--- src/rtl/simpleuart_tx_arb.sv ---
// simpleuart_tx_arb: round-robin arbiter sharing the simpleuart transmit data
// register between NUM_REQ byte producers, holding the grant for a whole message.
module simpleuart_tx_arb #(
    parameter int unsigned NUM_REQ      = 3,
    parameter int unsigned MAX_HOLD     = 64,
    parameter int unsigned IDLE_TIMEOUT = 255
) (
    input  logic                 clk,
    input  logic                 resetn,
    input  logic [NUM_REQ-1:0]   req_valid,
    input  logic [8*NUM_REQ-1:0] req_data,
    input  logic [NUM_REQ-1:0]   req_last,
    output logic [NUM_REQ-1:0]   req_ready,
    output logic [NUM_REQ-1:0]   grant,
    output logic                 busy,
    input  logic                 uart_enabled,
    output logic                 uart_dat_we,
    output logic [31:0]          uart_dat_di,
    input  logic                 uart_dat_wait
);
    localparam int unsigned IDXW  = $clog2(NUM_REQ);
    localparam int unsigned HOLDW = (MAX_HOLD == 0) ? 1 : $clog2(MAX_HOLD + 1);
    localparam int unsigned IDLEW = (IDLE_TIMEOUT == 0) ? 1 : $clog2(IDLE_TIMEOUT + 1);

    typedef enum logic {
        ST_IDLE,
        ST_OWN
    } state_t;

    state_t            state;
    logic [IDXW-1:0]   owner;
    logic [IDXW-1:0]   rr_ptr;
    logic [HOLDW-1:0]  hold_cnt;
    logic [IDLEW-1:0]  idle_cnt;

    logic [7:0]        data_arr [NUM_REQ];
    logic              owner_valid;
    logic              owner_last;
    logic              accept;
    logic              hold_hit;
    logic              idle_hit;
    logic              rel_now;
    logic              pick_found;
    logic [IDXW-1:0]   pick_idx;
    int unsigned       j;

    for (genvar g = 0; g < NUM_REQ; g++) begin : g_split
        assign data_arr[g] = req_data[8*g +: 8];
    end

    // Round-robin search: first valid requester at or after rr_ptr, wrapping
    always_comb begin
        pick_found = 1'b0;
        pick_idx   = '0;
        j          = 0;
        for (int unsigned k = 0; k < NUM_REQ; k++) begin
            j = 32'(rr_ptr) + k;
            if (j >= NUM_REQ) begin
                j = j - NUM_REQ;
            end
            if (!pick_found && req_valid[IDXW'(j)]) begin
                pick_found = 1'b1;
                pick_idx   = IDXW'(j);
            end
        end
    end

    // Owner datapath to the UART plus acceptance and release decisions
    always_comb begin
        owner_valid = req_valid[owner];
        owner_last  = req_last[owner];
        uart_dat_we = (state == ST_OWN) && owner_valid && uart_enabled;
        uart_dat_di = uart_dat_we ? {24'b0, data_arr[owner]} : '0;
        accept      = uart_dat_we && !uart_dat_wait;
        req_ready   = accept ? grant : '0;
        // Both limits fire on the cycle whose increment would reach them
        hold_hit    = accept && (MAX_HOLD != 0) &&
                      ((32'(hold_cnt) + 32'd1) == MAX_HOLD);
        idle_hit    = !owner_valid && (IDLE_TIMEOUT != 0) &&
                      ((32'(idle_cnt) + 32'd1) == IDLE_TIMEOUT);
        rel_now     = !uart_enabled || (accept && owner_last) || hold_hit || idle_hit;
    end

    // Ownership FSM with registered grant/busy, pointer and counters
    always_ff @(posedge clk or negedge resetn) begin
        if (!resetn) begin
            state    <= ST_IDLE;
            owner    <= '0;
            rr_ptr   <= '0;
            hold_cnt <= '0;
            idle_cnt <= '0;
            grant    <= '0;
            busy     <= 1'b0;
        end else begin
            case (state)
                ST_IDLE: begin
                    if (uart_enabled && pick_found) begin
                        state    <= ST_OWN;
                        owner    <= pick_idx;
                        grant    <= {{(NUM_REQ-1){1'b0}}, 1'b1} << pick_idx;
                        busy     <= 1'b1;
                        hold_cnt <= '0;
                        idle_cnt <= '0;
                    end
                end
                ST_OWN: begin
                    if (rel_now) begin
                        state    <= ST_IDLE;
                        rr_ptr   <= (owner == IDXW'(NUM_REQ - 1)) ? '0 : owner + 1'b1;
                        grant    <= '0;
                        busy     <= 1'b0;
                        hold_cnt <= '0;
                        idle_cnt <= '0;
                    end else begin
                        if (accept && (hold_cnt != '1)) begin
                            hold_cnt <= hold_cnt + 1'b1;
                        end
                        if (owner_valid) begin
                            idle_cnt <= '0;
                        end else if (idle_cnt != '1) begin
                            idle_cnt <= idle_cnt + 1'b1;
                        end
                    end
                end
            endcase
        end
    end
endmodule

--- config.mk ---
export PLATFORM = sky130hd
export DESIGN_NAME = simpleuart_tx_arb
export DESIGN_NICKNAME = d
export VERILOG_FILES = /design/src/rtl/simpleuart_tx_arb.sv
export SDC_FILE = /design/constraint.sdc
export NUM_CORES = 1
export LEC_CHECK = 0
export ABC_AREA = 1
export BUFFER_PORTS_ARGS = -buffer_cell sky130_fd_sc_hd__buf_2
export CORE_MARGIN = 8
export CORE_UTILIZATION = 35
export DETAILED_ROUTE_END_ITERATION = 7
export GPL_ROUTABILITY_DRIVEN = 0
export PLACE_DENSITY = 0.74
export SLEW_MARGIN = 40
export SYNTH_ARGS = -nofsm -noshare
export SYNTH_HDL_FRONTEND = slang
export SYNTH_SLANG_ARGS = --single-unit
--- constraint.sdc ---
create_clock -name clk -period 1.9 [get_ports clk]
set_input_delay 0.095 -clock clk [delete_from_list [all_inputs] [get_ports clk]]
set_output_delay 0.095 -clock clk [all_outputs]
set_load 0.01 [all_outputs]
Word level (Yosys, flattened, before mapping)
Cells that the tools add are included.
{"block": "word_totals", "register_bits": 24, "out_inout_bits": 40}
{"block": "classes", "addsub": 10, "order_cmp": 8, "n_eq_ne": 9, "shifts": 1, "mux": 43, "bitwise_logic": 2, "reduce_logical": 23}
{"cell": "8-bit two-way mux", "count": 7}
{"cell": "7-bit two-way mux", "count": 3}
{"cell": "8-bit binary-select mux with 2-bit select", "count": 1}
{"cell": "8-bit case mux with 2 select lines", "count": 1}
{"cell": "2-bit two-way mux", "count": 7}
{"cell": "7-bit case mux with 2 select lines", "count": 1}
{"cell": "2-bit by 3-bit less-than comparator with 1-bit output, second input constant", "count": 4}
{"cell": "1-bit two-way mux", "count": 12}
{"cell": "1-bit binary-select mux with 2-bit select", "count": 5}
{"cell": "1-bit logical AND", "count": 10}
{"cell": "2-bit AND reduction", "count": 5}
{"cell": "8-bit by 1-bit adder with 9-bit output, second input constant", "count": 1}
{"cell": "9-bit by 8-bit equality test with 1-bit output, second input constant", "count": 1}
{"cell": "3-bit two-way mux", "count": 3}
{"cell": "7-bit by 1-bit adder with 8-bit output, second input constant", "count": 1}
{"cell": "8-bit by 1-bit adder with 8-bit output, second input constant", "count": 1}
{"cell": "8-bit by 7-bit equality test with 1-bit output, second input constant", "count": 1}
{"cell": "8-bit inequality test, second input constant", "count": 1}
{"cell": "7-bit by 1-bit adder with 7-bit output, second input constant", "count": 1}
{"cell": "7-bit inequality test, second input constant", "count": 1}
{"cell": "3-bit by 2-bit >= comparator with 1-bit output, second input constant", "count": 2}
{"cell": "3-bit case mux with 2 select lines", "count": 1}
{"cell": "2-bit subtractor, second input constant", "count": 3}
{"cell": "1-bit logical NOT", "count": 5}
{"cell": "other kinds (15)", "count": 18}

Depth between registers and ports, before layout
Gate-level depths: netlist (run 1).
{"block": "depth", "depth_word": 14, "depth_mapped": 14, "mapped_depth_nobuf": 14}

Least setup slack after synthesis (run 1)
No wires, ideal clock.
{"block": "synth_timing", "path_type": "reg2reg", "startpoint": "register rr_ptr[0]", "endpoint": "register grant[0]", "t_arrival_ps": 1811, "path_slack_ps": -28, "path_stages_with_launch": 12, "path_buffers": 1, "period_less_slack_ps": 1928, "cell_sequence": "dfrtp_1 inv_1 ha_1 o21ai_0 nand2_1 o21ai_0 nand4_1 nand3_1 nand2_4 buf_12 nand2_1 o21ai_2"}
{"block": "synth_via", "elab_chain_len": 14, "elab_cells_between_ends": 33}
{"element": "start, declared", "line_no": "32", "rtl": "logic [IDXW-1:0] rr_ptr;"}
{"element": "start signal, assigned", "line_no": "109", "rtl": "rr_ptr <= (owner == IDXW'(NUM_REQ - 1)) ? '0 : owner + 1'b1;"}
{"element": "branches (longest 14 deep; another with 2-bit by 1-bit adder with 3-bit output)"}
{"element": "end signal, assigned", "line_no": "100", "rtl": "grant <= {{(NUM_REQ-1){1'b0}}, 1'b1} << pick_idx;"}
{"element": "end, declared", "line_no": "14", "rtl": "output logic [NUM_REQ-1:0] grant,"}
Several ways; the timed one is not identified. The select of a mux whose other input is x is not followed.
A chain may end at the register's enable or synchronous reset.

Worst setup path after layout (run 1)
{"block": "layout_timing", "startpoint": "register idle_cnt[0]", "endpoint": "register idle_cnt[6]"}
{"block": "layout_via", "elab_chain_len": 6, "elab_cells_between_ends": 12}
{"element": "start, declared", "line_no": "34", "rtl": "logic [IDLEW-1:0] idle_cnt;"}
{"element": "start signal, assigned", "line_no": "121", "rtl": "idle_cnt <= idle_cnt + 1'b1;"}
{"element": "8-bit by 1-bit adder with 9-bit output", "line_no": "80", "rtl": "((32'(idle_cnt) + 32'd1) == IDLE_TIMEOUT);"}
{"element": "9-bit by 8-bit equality test with 1-bit output", "line_no": "80"}
{"element": "1-bit logical AND", "line_no": "79", "rtl": "idle_hit = !owner_valid && (IDLE_TIMEOUT != 0) &&"}
{"element": "1-bit logical OR", "line_no": "81", "rtl": "rel_now = !uart_enabled || (accept && owner_last) || hold_hit || idle_hit;"}
{"element": "4-bit by 1-bit inequality test with 1-bit output (no line) or 8-bit two-way mux (tied branches)"}
{"element": "2-bit AND reduction (no line) or 8-bit case mux with 2 select lines (tied branches)"}
Parallel ways exist; a longest one is shown, timed or not. The select of a mux whose other input is x is not followed.

==> results of run 1 <==
==> worst max-delay path by stage <==
stage / depth (start not counted) / to / slack (ns)
CTS: 10 / grant[1]$_DFFE_PN0P_ / 0.02
finish: 13 / idle_cnt[6]$_DFFE_PN0P_ / 0.11
floorplan: 11 / grant[0]$_DFFE_PN0P_ / 0.05
global placement: 10 / idle_cnt[1]$_DFFE_PN0P_ / 0.02
global route: 14 / idle_cnt[2]$_DFFE_PN0P_ / -0.09
detailed placement: 10 / idle_cnt[6]$_DFFE_PN0P_ / -0.06
==> layout by cell type, fill, tap and decap left out, drive strengths merged <==
cell type,instances
nand2,117
nand3,24
a21oi,10
dfrtp,24
bufinv,1
dlygate4sd3,1
o21bai,2
nand4,9
nor2,46
o21ai,13
a31oi,8
buf,64
xor2,1
inv,40
ha,7
clkbuf,3
xnor2,1
conb,24
==> flip-flops by register name, summed over array words and instances (netlist names) <==
signal and cells:
idle_cnt 8, grant 3, state 1, hold_cnt 7
rr_ptr 2, owner 2, busy 1
==> timing repair <==
item | in CTS | in global routing
buffers inserted | 0 | 1
setup endpoints to repair | 23 | 32
hold endpoints to repair | 24 | 0
cloned | 0 | 1
hold buffers | 1 | 0
pin swaps | 1 | 10
gates resized for setup | 5 | 37
==> critical path, cell delays in order, from the launching register on <==
cell and delay (ns):
dfrtp_1 0.39, ha_2 0.21, nand2_1 0.11, inv_1 0.07, nand3_1 0.10, nand2_1 0.06, nor2_1 0.16, inv_1 0.06
nor2_1 0.13, nor2_1 0.08, nand3_1 0.11, nand2_4 0.10, nand2_1 0.07, nand2_1 0.05
==> power by group <==
part	leakage [nW]	switching, mW	internal (mW)
combinational	1.05	1.05	0.662
sequential	0.318	0.0901	0.618
clock	0.0357	0.167	0.282
total	1.41	1.31	1.56
==> cells by family after synthesis <==
group	synth area share
compound gates	0.0899
buf+inv	0.167
fa+ha+maj	0.0412
other cells	0.00176
xor+xnor	0.00823
flops	0.282
simple gates	0.410
==> per-layer routing <==
layer	vias up	GRT usage	routed length [µm]	share of wire
met5	-	0	0	0
met3	6	0.0240	325	0.060
met2	65	0.208	2840	0.52
li1	1125	-	-	-
met4	0	0.0264	52	0.0095
met1	968	0.145	2240	0.41
==> area by class of cell <==
| class | count | area (µm²) | area share |
|---|---|---|---|
| Sequential cell | 24 | 604 | 0.225 |
| Timing Repair Buffer | 65 | 375 | 0.140 |
| Inverter | 40 | 150 | 0.0558 |
| Tap cell | 75 | 93.8 | 0.0349 |
| Multi-Input combinational cell | 262 | 1400 | 0.519 |
| Clock buffer | 3 | 41.3 | 0.0153 |
| Clock inverter | 1 | 30.0 | 0.0112 |
==> through the flow <==
stage	worst slack, ns	util	setup TNS, ns
finish	0.106	0.457	0
global route	-0.0870	0.457	-0.645
CTS	0.0211	0.433	0
detailed placement	-0.0636	0.418	-0.475
global placement	0.0157	0.418	0
floorplan	0.0513	-	0
==> results_dict.tcl, run 1 <==
set metrics [dict create \
    setup_viol 0 \
    avgRoutedWirePerCell_um 11.6 \
    viasPerCell 4.60 \
    fp.dieW_um 94.0 \
    fin_nets 437 \
    synth-seq-cells 24 \
    grt_pass1_wl_mm 8.88 \
    syn-mean-instance-area_um2 6.49 \
    cts_tree "yes" \
    clockBufferDepth 2 \
    dieArea_mm2 0.00883 \
    ys_top_cells_by_count "111 x nand2_1, 40 x nor2_1, 39 x inv_1" \
    netlist_instances 328 \
    crit_fanout 8 \
    yosys-top-cells-area "dfrtp_1 28%, nand2_1 20%, buf_4 8.5%" \
    r2r_cells 13 \
    cp-end-kind "flip-flop" \
    hold_end "owner[1]$_DFFE_PN0P_" \
    r2r_end "idle_cnt[6]$_DFFE_PN0P_" \
    yosys_warnings 0 \
    seq_area_frac_synth 0.282 \
    power.total_mw 2.87 \
    htreeDepth 1 \
    startpoint "idle_cnt[0]$_DFFE_PN0P_" \
    min-delay-start "uart_enabled" \
    drive_gt1_frac 0.299 \
    post-route-drc-count 0 \
    overflow 0 \
    ios 74 \
    final_max_slew_viol_count 0 \
    outcome "finished, final reports clean" \
    timing.slew.headroom 0.629 \
    worstPathRequired_ns 2.06 \
    tightest_slew_ns 0.556 \
    placedCellCount 463 \
    p_leak_nw 1.41 \
    criticalPathCategory "reg2reg" \
    synth_top_area_frac 0.282 \
    fin_skew_ns 0.00512 \
    fp.dieH_um 94.0 \
    routed_wl_mm 5.45 \
    via_count 2164 \
    whs_ns 0.214 \
    fmaxAchievable_mhz 557 \
    power.density_mw_per_mm2 1070 \
    rr_startpoint "idle_cnt[0]$_DFFE_PN0P_" \
    cts_buffers 3 \
    fin_crit_ns 1.79 \
    synthArstFlopShare 1.00 \
    antenna_cells 0 \
    ant_nets 0 \
    antenna_found_initial 0 \
    design_area_mm2 0.00269 \
    grt_max_degree 25 \
    synth_edf_count 0 \
    fin_cells 470 \
    clock_sinks 24 \
    portBuffers 49 \
    hold_viol_final 0 \
    rsz0062_at_grt "yes" \
    grtUsageTotal 0.119 \
    dr.pass1.iters 4 \
    n_fill_cell 582 \
    fin_crit_sh 0.944 \
    rrSetupSlack_ns 0.11 \
    insertion_delay_ns 0.27 \
    maxCapViolations 0 \
    hpwl_mm 4.34 \
    grt_pass1_vias 2032 \
    critPathArrivalTime_ns 1.95 \
    hold_class "in2reg" \
    whs_path_depth 4 \
    rows 28 \
    synth_top_area_cell "dfrtp_1" \
    initial_core_util 0.362 \
    cts_root_buf "clkbuf_8" \
    synth_most_common_cell "nand2_1" \
    synth.distinct_cells 26 \
    start_kind "flip-flop" \
    peakVddDrop_mv 0.935 \
    drt_iter0_markers 113 \
    clkTransAtPathRegs_ns 0.09 \
    postPlaceCellArea_mm2 0.00246 \
    synth_area_mm2 0.00213 \
    synthToLayoutAreaGrowth_pct 26.4 \
    core_mm2 0.00589 \
    ys.flop_type "dfrtp_1" \
]
Note: power is estimated with default switching activity, not from simulation.
==> inputs of run 2 (changes only) <==
Settings changed: PLACE_DENSITY 0.74 to 0.71.
Clock period 1.9 ns to 1.71 ns, I/O delays scaled along.
==> run 2 against run 1 <==
  * The flow now finishes with violations (setup timing)
  * First-iteration DRC count shrank 50%
  * Flip-flop and latch count is the same
  * Non-clock buffer count rose by 27
  * Maximum frequency rose by 0.18%
  * Setup slack worse by 0.19 ns
  * Register-to-register slack worse by 0.19 ns
  * Total power increased by 28%
  * Sequential power rose by 13%
  * Combinational power rose by 44%
==> results_dict.tcl, run 2 (synthesized netlist as in run 1, its figures left out) <==
set metrics [dict create \
    outcome "finished with violations" \
    violations "setup timing" \
    fin_nets 464 \
    regMostFlops "idle_cnt" \
    peakVddDrop_mv 0.742 \
    power.density_mw_per_mm2 1230 \
    fin_crit_sh 1.05 \
    r2r_cells 12 \
    antenna_found_initial 0 \
    cp-end-kind "flip-flop" \
    grt_pass1_vias 2189 \
    startpoint "rr_ptr[1]$_DFFE_PN0P_" \
    reg.largest.list "idle_cnt (8), hold_cnt (7), grant (3)" \
    ios 74 \
    fp.dieW_um 94.0 \
    whs_path_depth 6 \
    r2r_end "grant[0]$_DFFE_PN0P_" \
    core_mm2 0.00589 \
    drive_gt1_frac 0.363 \
    design_area_mm2 0.00298 \
    via_count 2246 \
    fmaxAchievable_mhz 558 \
    hold_class "in2reg" \
    initial_core_util 0.362 \
    start_kind "flip-flop" \
    fp.dieH_um 94.0 \
    cts_root_buf "clkbuf_8" \
    htreeDepth 1 \
    hpwl_mm 4.42 \
    post-place-ws_ns -0.114 \
    hold_viol_final 0 \
    cts_tree "yes" \
    worstPathRequired_ns 1.91 \
    power.total_mw 3.67 \
    clock_sinks 24 \
    timing.slew.headroom 0.628 \
    final_common_cell "nand2_1" \
    drt_iter0_markers 56 \
    critPathArrivalTime_ns 1.99 \
    n_fill_cell 580 \
    maxCapViolations 0 \
    synthToLayoutAreaGrowth_pct 40.2 \
    antenna_cells 0 \
    final_max_slew_viol_count 0 \
    grt_pass1_wl_mm 9.40 \
    grtUsageTotal 0.126 \
    dr.pass1.iters 5 \
    clkTransAtPathRegs_ns 0.09 \
    insertion_delay_ns 0.27 \
    largest_register_ffs 8 \
    viasPerCell 4.52 \
    clockBufferDepth 2 \
    overflow 0 \
    routed_wl_mm 5.86 \
    crit_fanout 3 \
    ant_nets 0 \
    rr_startpoint "rr_ptr[1]$_DFFE_PN0P_" \
    dieArea_mm2 0.00883 \
    portBuffers 49 \
    endpoint "grant[0]$_DFFE_PN0P_" \
    setup_viol 23 \
    fin_skew_ns 0.00944 \
    criticalPathCategory "reg2reg" \
    tightest_slew_ns 0.559 \
    rows 28 \
    p_leak_nw 1.52 \
    final_cell_mix "109 x nand2_1, 47 x buf_2, 33 x inv_1" \
    postPlaceCellArea_mm2 0.00266 \
    worst_slack_ns -0.0807 \
    rrSetupSlack_ns -0.08 \
    setup_tns_ns -0.905 \
    fin_crit_ns 1.79 \
    avgRoutedWirePerCell_um 11.8 \
    grt_max_degree 25 \
    rsz0062_at_grt "yes" \
    cts_buffers 3 \
    finalCoreUtilization 0.507 \
    post-route-drc-count 0 \
]
-- run 2: cell count changes in the layout (fill, tap and decap cells not counted), sizes merged --
cell / before / now
bufinv: 1 / 0
clkbuf: 3 / 4
buf: 64 / 91
-- run 2: how the worst min path moves through the flow --
stage                              endpoint          start  slack [ns]
floorplan                  busy$_DFFE_PN0P_         resetn       -0.21
global placement    idle_cnt[2]$_DFFE_PN0P_         resetn        0.10
detailed placement  hold_cnt[2]$_DFFE_PN0P_         resetn        0.12
CTS                 hold_cnt[1]$_DFFE_PN0P_  uart_dat_wait        0.28
global route        hold_cnt[1]$_DFFE_PN0P_  uart_dat_wait        0.32
finish              hold_cnt[1]$_DFFE_PN0P_  uart_dat_wait        0.29
-- run 2: final cells by class --
type,instances,area (µm²),share of cell area
timing repair buffer,92,633,0.212
sequential,24,604,0.203
tap,75,93.8,0.0314
clock buffer,4,55.1,0.0184
multi-input combinational,262,1450,0.485
inverter,40,150,0.0503
-- run 2: what timing repair did --
| action | CTS | global route |
|---|---|---|
| setup endpoints to repair | 32 | 35 |
| hold buffers | 1 | 0 |
| buffers inserted | 1 | 3 |
| endpoints found under the hold margin | 24 | 0 |
| pin swaps | 15 | 8 |
| resized for setup | 26 | 30 |
| gates cloned | 0 | 2 |
-- run 2: worst max-delay path: stages, from the launching register on --
cell and delay (ns):
dfrtp_1 0.41, inv_2 0.06, ha_2 0.19, buf_4 0.14, nor2_2 0.13, inv_1 0.08
nand2_1 0.07, nor2_1 0.06, a21oi_2 0.21, nand3_1 0.11, nor2_1 0.10, nand2_1 0.07
o21ai_2 0.06
-- run 2: through the flow --
stage	cells	hold slack (ns)
after floorplan	351	-0.210
after global placement	486	0.102
after detailed placement	486	0.120
final	497	0.295
after CTS	492	0.276
after global routing	497	0.320
-- run 2: power by group --
group	total, mW	switching, mW	internal (mW)
combinational	2.48	1.36	1.12
clock	0.393	0.187	0.206
sequential	0.798	0.111	0.687
-- run 2: metal layers --
| metal | global-route usage | routed length (µm) | vias up |
|---|---|---|---|
| met1 | 0.143 | 2550 | 1006 |
| met4 | 0.0251 | 63 | 0 |
| met5 | 0 | 0 | - |
| met3 | 0.0280 | 336 | 4 |
| met2 | 0.233 | 2900 | 64 |
| li1 | - | - | 1172 |
